### src/rtl/max_seq_pkg.sv
// Shared types and widths for the max-selection sequencing controller.
package max_seq_pkg;

    typedef enum logic [2:0] {
        IDLE,
        LOAD,
        FIRE,
        WAIT,
        CAPTURE,
        OUT
    } state_t;

    localparam int MAX_NUM_IN = 8;
    localparam int CNT_W      = $clog2(MAX_NUM_IN + 1);
    localparam int MAX_OP_LAT = 4;
    // Wait counter only ever holds OP_LAT-1.
    localparam int WAIT_W     = $clog2(MAX_OP_LAT);

endpackage

### src/rtl/max_tie_detect.sv
// Counts slots equal to the operation unit result; a tie is any count other than one.
module max_tie_detect
    import max_seq_pkg::*;
#(
    parameter int DATA_W = 32,
    parameter int NUM_IN = 8
) (
    input  logic [NUM_IN*DATA_W-1:0] slots,
    input  logic [DATA_W-1:0]        op_result,
    output logic [CNT_W-1:0]         match_cnt,
    output logic                     tie
);

    always_comb begin
        match_cnt = '0;
        for (int i = 0; i < NUM_IN; i++) begin
            if (slots[i*DATA_W +: DATA_W] == op_result) begin
                match_cnt = match_cnt + CNT_W'(1);
            end
        end
    end

    assign tie = (match_cnt != CNT_W'(1));

endmodule

### src/rtl/max_seq_ctrl.sv
// Frame collector and sequencer for the 8-input unsigned max operation unit:
// fills a slot bank, pulses the unit, samples its result and reports uniqueness.
module max_seq_ctrl
    import max_seq_pkg::*;
#(
    parameter int DATA_W = 32,
    parameter int NUM_IN = 8,
    parameter int OP_LAT = 1
) (
    input  logic                     clk,
    input  logic                     rst,
    input  logic                     in_valid,
    output logic                     in_ready,
    input  logic [DATA_W-1:0]        in_data,
    input  logic                     in_last,
    output logic                     op_en,
    output logic [NUM_IN*DATA_W-1:0] op_data,
    input  logic [DATA_W-1:0]        op_result,
    output logic                     res_valid,
    input  logic                     res_ready,
    output logic [DATA_W-1:0]        res_data,
    output logic                     res_tie
);

    state_t              state;
    state_t              state_nxt;
    logic [CNT_W-1:0]    cnt;
    logic [WAIT_W-1:0]   wait_cnt;
    logic [DATA_W-1:0]   slots [NUM_IN];
    logic [CNT_W-1:0]    match_cnt;
    logic                tie;

    genvar g;
    generate
        for (g = 0; g < NUM_IN; g++) begin : g_bank
            assign op_data[g*DATA_W +: DATA_W] = slots[g];
        end
    endgenerate

    max_tie_detect #(
        .DATA_W (DATA_W),
        .NUM_IN (NUM_IN)
    ) u_tie (
        .slots     (op_data),
        .op_result (op_result),
        .match_cnt (match_cnt),
        .tie       (tie)
    );

    always_ff @(posedge clk) begin
        if (rst) begin
            state <= IDLE;
        end else begin
            state <= state_nxt;
        end
    end

    // in_ready is a pure function of state, so in_valid alone qualifies transfers here.
    always_comb begin
        state_nxt = state;
        in_ready  = 1'b0;
        op_en     = 1'b0;
        case (state)
            IDLE: begin
                in_ready = 1'b1;
                if (in_valid) begin
                    state_nxt = (in_last || NUM_IN == 1) ? FIRE : LOAD;
                end
            end
            LOAD: begin
                in_ready = 1'b1;
                if (in_valid && (in_last || cnt == CNT_W'(NUM_IN - 1))) begin
                    state_nxt = FIRE;
                end
            end
            FIRE: begin
                op_en     = 1'b1;
                state_nxt = WAIT;
            end
            WAIT: begin
                if (wait_cnt == '0) begin
                    state_nxt = CAPTURE;
                end
            end
            CAPTURE: state_nxt = OUT;
            OUT: begin
                if (res_ready) begin
                    state_nxt = IDLE;
                end
            end
            default: state_nxt = IDLE;
        endcase
    end

    always_ff @(posedge clk) begin
        if (rst) begin
            cnt       <= '0;
            wait_cnt  <= '0;
            res_valid <= 1'b0;
            res_data  <= '0;
            res_tie   <= 1'b0;
            for (int i = 0; i < NUM_IN; i++) begin
                slots[i] <= '0;
            end
        end else begin
            case (state)
                IDLE: begin
                    // A new frame starts from a clean bank so short frames pad with zero.
                    if (in_valid) begin
                        for (int i = 0; i < NUM_IN; i++) begin
                            slots[i] <= (i == 0) ? in_data : '0;
                        end
                        cnt <= CNT_W'(1);
                    end
                end
                LOAD: begin
                    if (in_valid) begin
                        for (int i = 0; i < NUM_IN; i++) begin
                            if (CNT_W'(i) == cnt) begin
                                slots[i] <= in_data;
                            end
                        end
                        cnt <= cnt + CNT_W'(1);
                    end
                end
                FIRE: wait_cnt <= WAIT_W'(OP_LAT - 1);
                WAIT: begin
                    if (wait_cnt != '0) begin
                        wait_cnt <= wait_cnt - WAIT_W'(1);
                    end
                end
                CAPTURE: begin
                    res_data  <= op_result;
                    res_tie   <= tie;
                    res_valid <= 1'b1;
                end
                OUT: begin
                    if (res_ready) begin
                        res_valid <= 1'b0;
                    end
                end
                default: ;
            endcase
        end
    end

    always_ff @(posedge clk) begin
        if (!rst && state == CAPTURE) begin
            assert (match_cnt <= CNT_W'(NUM_IN));
        end
    end

endmodule
### config.mk
export PLATFORM = sky130hd
export DESIGN_NAME = max_seq_ctrl
export DESIGN_NICKNAME = d
export VERILOG_FILES = /design/src/rtl/max_seq_pkg.sv /design/src/rtl/max_tie_detect.sv /design/src/rtl/max_seq_ctrl.sv
export SDC_FILE = /design/constraint.sdc
export NUM_CORES = 1
export LEC_CHECK = 0
export CAP_MARGIN = 20
export CORE_MARGIN = 1.5
export CORE_UTILIZATION = 35
export CTS_BUF_LIST = sky130_fd_sc_hd__clkbuf_16
export DETAILED_ROUTE_END_ITERATION = 6
export PLACE_DENSITY = 0.6
export SLEW_MARGIN = 20
export SYNTH_ARGS = -nofsm -noshare
export SYNTH_HDL_FRONTEND = slang
export SYNTH_HIERARCHICAL = 1
export SYNTH_SLANG_ARGS = --single-unit
### constraint.sdc
create_clock -name clk -period 8.5 [get_ports clk]
set_clock_uncertainty 0.1 [all_clocks]
set_input_delay 2.125 -clock clk [delete_from_list [all_inputs] [get_ports clk]]
set_output_delay 2.125 -clock clk [all_outputs]
set_load 0.03 [all_outputs]
==> impl_metrics.yaml, run 1 <==
place:
  gp_congestion: 0.9331
  dpl_cell_area_um2: 19700
  portBuffers: 360
  dp.final_hpwl_mm: 51.41
global_route:
  grt_pass1_vias: 11530
  grt.overflow.total: 0
  track_usage_pct: 29.81
  grt_pass1_wl_mm: 90.84
  grt_max_degree: 50
  antenna_found_initial: 4
layout:
  synthToLayoutAreaGrowth_pct: 36.79
  final_area_um2: 20910
  drive_above_1_share_pct: 9.631
  mostFrequentLayoutCells: "359 x clkdlybuf4s50_1, 256 x edfxtp_1, 254 x and2_1"
  final_common_cell: "clkdlybuf4s50_1"
  nNetsFinal: 1736
logic_synthesis:
  synth_edf_count: 256
  syn_inst: 1258
  synth_area_per_cell_um2: 12.15
  ys_warn_count: 6
  synth_area_um2: 15290
  async_flop_share_pct: 0
  synth-seq-cells: 299
  synthesis.nets: 1339
  synth_cell_types: 74
  seq_area_frac_synth_pct: 55.92
  synthFlopType: "edfxtp_1"
clock_tree:
  post_cts_buffers: 0
  insertion_delay_ps: 550
  cts_tree: "done"
  ctsResizeCount: 0
  path_clk_slew_ps: 60
  cts_buffer_depth: 3
  clkSinkCount: 299
  cts_max_level: 2
  cts_root_buf: "clkbuf_16"
  hold_buffers: 0
  cts-buffers-inserted: 36
timing:
  fin_crit_ps: 7788
  finalMaxSlewViolations: 0
  period_share_pct: 91.63
  setup_viol: 0
  rsz0062_at_grt: "false"
  max_freq_mhz: 128.4
  worst_pin_slew_ps: 1072
  fin_setup_tns_ps: 0
  slew_headroom_pct: 27.87
  hold_viol_final: 0
die:
  rows: 76
  die_y_um: 212.0
  start_util_pct: 35.49
  io_pins: 361
  dieWidth_um: 212.0
  dieArea_um2: 44940
  coreArea_um2: 43080
worst_setup_path:
  crit_end: "res_tie"
  slowest_stage: "nor4_1"
  worst-r2r-setup-slack_ps: 2290
  cpPeakStageDelay_ps: 580
  crit_type: "input port to flip-flop"
  endpoint_kind: "flip-flop"
  crit_required_ps: 8790
  critPathMaxFanout: 6
  worstPathArrival_ps: 8080
  reg2reg_depth: 28
  start_kind: "input port"
  cp_common_cell: "ha_1"
  r2r_end: "res_tie"
  reg2reg_from: "slots[0][26]"
  crit_start: "op_result[3]"
worst_hold_path:
  hold_start: "res_data[29]"
  min_path_cells: 2
  min_path_type: "flip-flop to flip-flop"
power_and_ir_drop:
  comb_power_share_pct: 24.5
  intPower_w: 0.003086
  irDropWorstVdd_mv: 0.1487
  clkPwrFrac_pct: 33.3
  power.share.switching_pct: 33.31
  switching_power_w: 0.001541
  p_leak_nw: 7.887
  p_seq_share_pct: 42.2
  power_density_nw_per_um2: 221.3
drt:
  final_antenna_net_count: 0
  dr.first_iter.drc_count: 1401
  drcViolationCount: 0
  totalWireLength_mm: 67.89
  routedWlPerCell_um: 29.92
  dr_total_vias: 11840
  avgViaCountPerCell: 5.220
  firstDrtPassIters: 5
job:
  cap_viol_max_count: 0
status:
  status: "finished, final reports clean"
## area by class of cell
cell class,instances,area (um^2)
fillers,3882,22170
repair buffers,435,4207
flip-flops and latches,299,8548
multi-input cells,868,6192
clock inverters,27,206.4
clock buffers,38,950.9
well taps,585,732.0
diodes,2,5.005
inverters,15,70.07
## worst max-delay path, delay by kind of cell
| kind | cells | cell delay (ps) |
|---|---|---|
| adders and majority gates | 5 | 1300 |
| xor gates and xnor gates | 5 | 750 |
| and+or+nand+nor | 11 | 2310 |
| muxes | 2 | 570 |
| AOI/OAI and AO/OA | 2 | 220 |
| buffers and inverters | 4 | 790 |
## synth_stat cells, drive strengths merged (4+ instances only)
| cell | number | area share [%] |
|---|---|---|
| nor2 | 17 | 0.62 |
| inv | 14 | 0.34 |
| dfxtp | 43 | 5.6 |
| nor2b | 5 | 0.20 |
| edfxtp | 256 | 50 |
| nor3b | 6 | 0.39 |
| and4 | 7 | 0.40 |
| xnor2 | 77 | 4.7 |
| nand2 | 83 | 2.1 |
| nor3 | 9 | 0.36 |
| nand2b | 10 | 0.41 |
| a21oi | 40 | 1.3 |
| buf | 37 | 2.3 |
| ha | 12 | 0.98 |
| nor4 | 57 | 2.5 |
| clkbuf | 39 | 0.98 |
| mux2 | 4 | 0.29 |
| nand3 | 7 | 0.23 |
| o21ai | 8 | 0.26 |
| and2 | 261 | 11 |
| xor2 | 194 | 11 |
| nand4 | 30 | 1.3 |
## metrics by stage
stage / utilization [%] / cells / total power (W) / worst slack [ps] / hold slack (ps)
detailed placement: 45.74 / 2200 / 0.003095 / 233.2 / 346.8
floorplan: - / 1258 / 0.002481 / 1319 / 344.7
global placement: 45.70 / 2198 / 0.003096 / 252.1 / 344.3
CTS: 48.42 / 2265 / 0.004625 / 775.3 / 353.7
finish: 48.54 / 2269 / 0.004627 / 711.8 / 355.1
global route: 48.53 / 2267 / 0.004735 / 380.2 / 368.2
## kinds of logic (layout without fill, tap and decap cells)
| kind of cell | count (synthesis) | after routing | synth area share (%) |
|---|---|---|---|
| adders and majority gates | 12 | 12 | 0.9821 |
| buffers and inverters | 91 | 515 | 3.716 |
| xor gates and xnor gates | 272 | 272 | 15.98 |
| and+or+nand+nor | 508 | 508 | 20.05 |
| other | 0 | 2 | 0 |
| DFF | 299 | 299 | 55.92 |
| AOI/OAI and AO/OA | 71 | 71 | 2.996 |
| muxes | 5 | 5 | 0.3601 |
## metal layers
metal | vias to the layer above | share of wire (%) | global-route usage [%]
li1 | 5143 | - | -
met1 | 5920 | 40 | 38.92
met2 | 681 | 47 | 47.54
met3 | 98 | 9.6 | 7.282
met4 | 2 | 3.9 | 11.80
met5 | - | 0.021 | 0
## sequential cells by signal (all words and copies together) (netlist names)
name,count
slots,256
res_data,32
cnt,4
state,3
wait_cnt,2
res_tie,1
res_valid,1
## worst min path at each step
stage	to	slack [ps]
floorplan	wait_cnt[1]	340
finish	res_data[29]	360
global route	res_data[16]	370
global placement	res_data[13]	340
detailed placement	res_data[24]	350
CTS	res_data[0]	350
## power groups by stage
stage | Combinational (W) | Sequential, W | Clock (W)
2_1_floorplan | 0.000293 | 0.00219 | 0
3_3_place_gp | 0.00111 | 0.00198 | 0
3_5_place_dp | 0.00112 | 0.00198 | 0
4_1_cts | 0.00112 | 0.00195 | 0.00155
5_1_grt | 0.00117 | 0.00196 | 0.00160
6_report | 0.00114 | 0.00195 | 0.00154
No activity file was read; power rests on OpenSTA's default activity.
==> run 2: changes to the inputs <==
- CORE_UTILIZATION: 35 -> 45
- PLACE_DENSITY: 0.6 -> 0.73
==> run 2 against run 1 <==
Clock-buffer cell count fell by 6. Critical path type unchanged. Final area fell by 2.0%. Largest power group unchanged. Routed wire length fell by 8.2%. Die area fell by 22%. Sequential share of layout area rose by 0.85 points. Power fell by 5.8%. Critical endpoint unchanged. Sequential power barely moved.
==> impl_metrics.yaml, run 2 (synthesis results as in run 1) <==
status:
  status: "finished, final reports clean"
clock_tree:
  cts_root_buf: "clkbuf_16"
  cts_buffer_depth: 3
  cts_tree: "done"
  post_cts_buffers: 0
  ctsResizeCount: 0
  insertion_delay_ps: 580
  clkSinkCount: 299
  cts_max_level: 1
  path_clk_slew_ps: 60
  cts-buffers-inserted: 31
  hold_buffers: 0
die:
  io_pins: 361
  start_util_pct: 45.70
  die_y_um: 187.3
  coreArea_um2: 33450
  dieWidth_um: 187.3
  rows: 67
  dieArea_um2: 35090
power_and_ir_drop:
  power_density_nw_per_um2: 212.9
  power.share.switching_pct: 33.72
  switching_power_w: 0.001471
  comb_power_share_pct: 25.6
  p_seq_share_pct: 44.6
  irDropWorstVdd_mv: 0.1902
  p_leak_nw: 7.776
  clkPwrFrac_pct: 29.8
  intPower_w: 0.002890
layout:
  mostFrequentLayoutCells: "359 x clkdlybuf4s50_1, 256 x edfxtp_1, 254 x and2_1"
  drive_above_1_share_pct: 9.336
  synthToLayoutAreaGrowth_pct: 34.00
  fin_util_pct: 61.24
  max_flop_register: "slots"
  nNetsFinal: 1727
  fin_cells: 2119
  final_area_um2: 20480
  final_common_cell: "clkdlybuf4s50_1"
  top_regs: "slots (256), res_data (32), cnt (4)"
  largest_register_ffs: 256
  antenna_cells: 0
place:
  place_inst: 2060
  place_ws_ps: -21.26
  dpl_cell_area_um2: 19510
  gp_congestion: 0.9469
  portBuffers: 360
  dp.final_hpwl_mm: 47.27
global_route:
  grt_max_degree: 50
  grt.overflow.total: 0
  grt_pass1_wl_mm: 85.95
  antenna_found_initial: 4
  track_usage_pct: 34.57
  grt_pass1_vias: 11930
job:
  cap_viol_max_count: 0
worst_setup_path:
  crit_required_ps: 8810
  cpPeakStageDelay_ps: 720
  endpoint_kind: "flip-flop"
  crit_type: "input port to flip-flop"
  slowest_stage: "nor4_1"
  worstPathArrival_ps: 8360
  crit_start: "op_result[15]"
  critPathMaxFanout: 6
  worst-r2r-setup-slack_ps: 2210
  start_kind: "input port"
  reg2reg_from: "slots[0][17]"
  cp_common_cell: "ha_1"
drt:
  final_antenna_net_count: 0
  routedWlPerCell_um: 29.40
  drcViolationCount: 0
  avgViaCountPerCell: 5.730
  dr_total_vias: 12140
  firstDrtPassIters: 6
  dr.first_iter.drc_count: 1642
  totalWireLength_mm: 62.30
timing:
  finalMaxSlewViolations: 0
  holdWs_ps: 353.0
  slew_headroom_pct: 29.03
  hold_viol_final: 0
  period_share_pct: 94.73
  max_freq_mhz: 124.2
  fin_crit_ps: 8052
  setup_viol: 0
  worst_pin_slew_ps: 1064
  rsz0062_at_grt: "false"
  postLayoutSetupSlackWorst_ps: 447.9
worst_hold_path:
  min_path_type: "flip-flop to flip-flop"
  hold_start: "res_data[24]"
==> run 2: final cells by class <==
type | count | area [um^2]
fillers | 2751 | 12960
multi-input cells | 868 | 6197
well taps | 448 | 560.5
repair buffers | 431 | 4156
clock inverters | 26 | 151.4
inverters | 15 | 70.07
flip-flops and latches | 299 | 8548
clock buffers | 32 | 800.8
==> run 2: layer usage <==
| metal | track usage, % | routed length (um) |
|---|---|---|
| met1 | 45.67 | 23970 |
| met2 | 56.56 | 29030 |
| met3 | 7.523 | 6954 |
| met4 | 11.35 | 2348 |
| met5 | 0 | 0 |
==> run 2: critical path, delay by kind of cell <==
kind | cells | cell delay, ps
AOI/OAI and AO/OA | 2 | 240
xor gates and xnor gates | 5 | 810
adders and majority gates | 5 | 1260
buffers and inverters | 4 | 820
muxes | 2 | 550
and+or+nand+nor | 11 | 2580
==> run 2: worst paths after layout <==
| path | to | depth (start not counted) |
|---|---|---|
| worst min register to register | res_data[24] | 2 |
| worst max register to register | res_tie | 28 |
| worst min-delay path | res_data[24] | 2 |
| worst max-delay path | res_tie | 29 |
==> run 2: through the flow <==
step	setup TNS (ps)	power, W
global placement	-9.554	0.003058
detailed placement	-21.26	0.003062
finish	0	0.004361
global route	0	0.004452
CTS	0	0.004338
floorplan	0	0.002481
==> run 2: power by group through the flow <==
stage / clock network [W] / registers, W / logic [W]
global route: 0.00136 / 0.00195 / 0.00114
global placement: 0 / 0.00197 / 0.00109
detailed placement: 0 / 0.00197 / 0.00109
floorplan: 0 / 0.00219 / 0.000293
CTS: 0.00130 / 0.00194 / 0.00110
finish: 0.00130 / 0.00195 / 0.00112
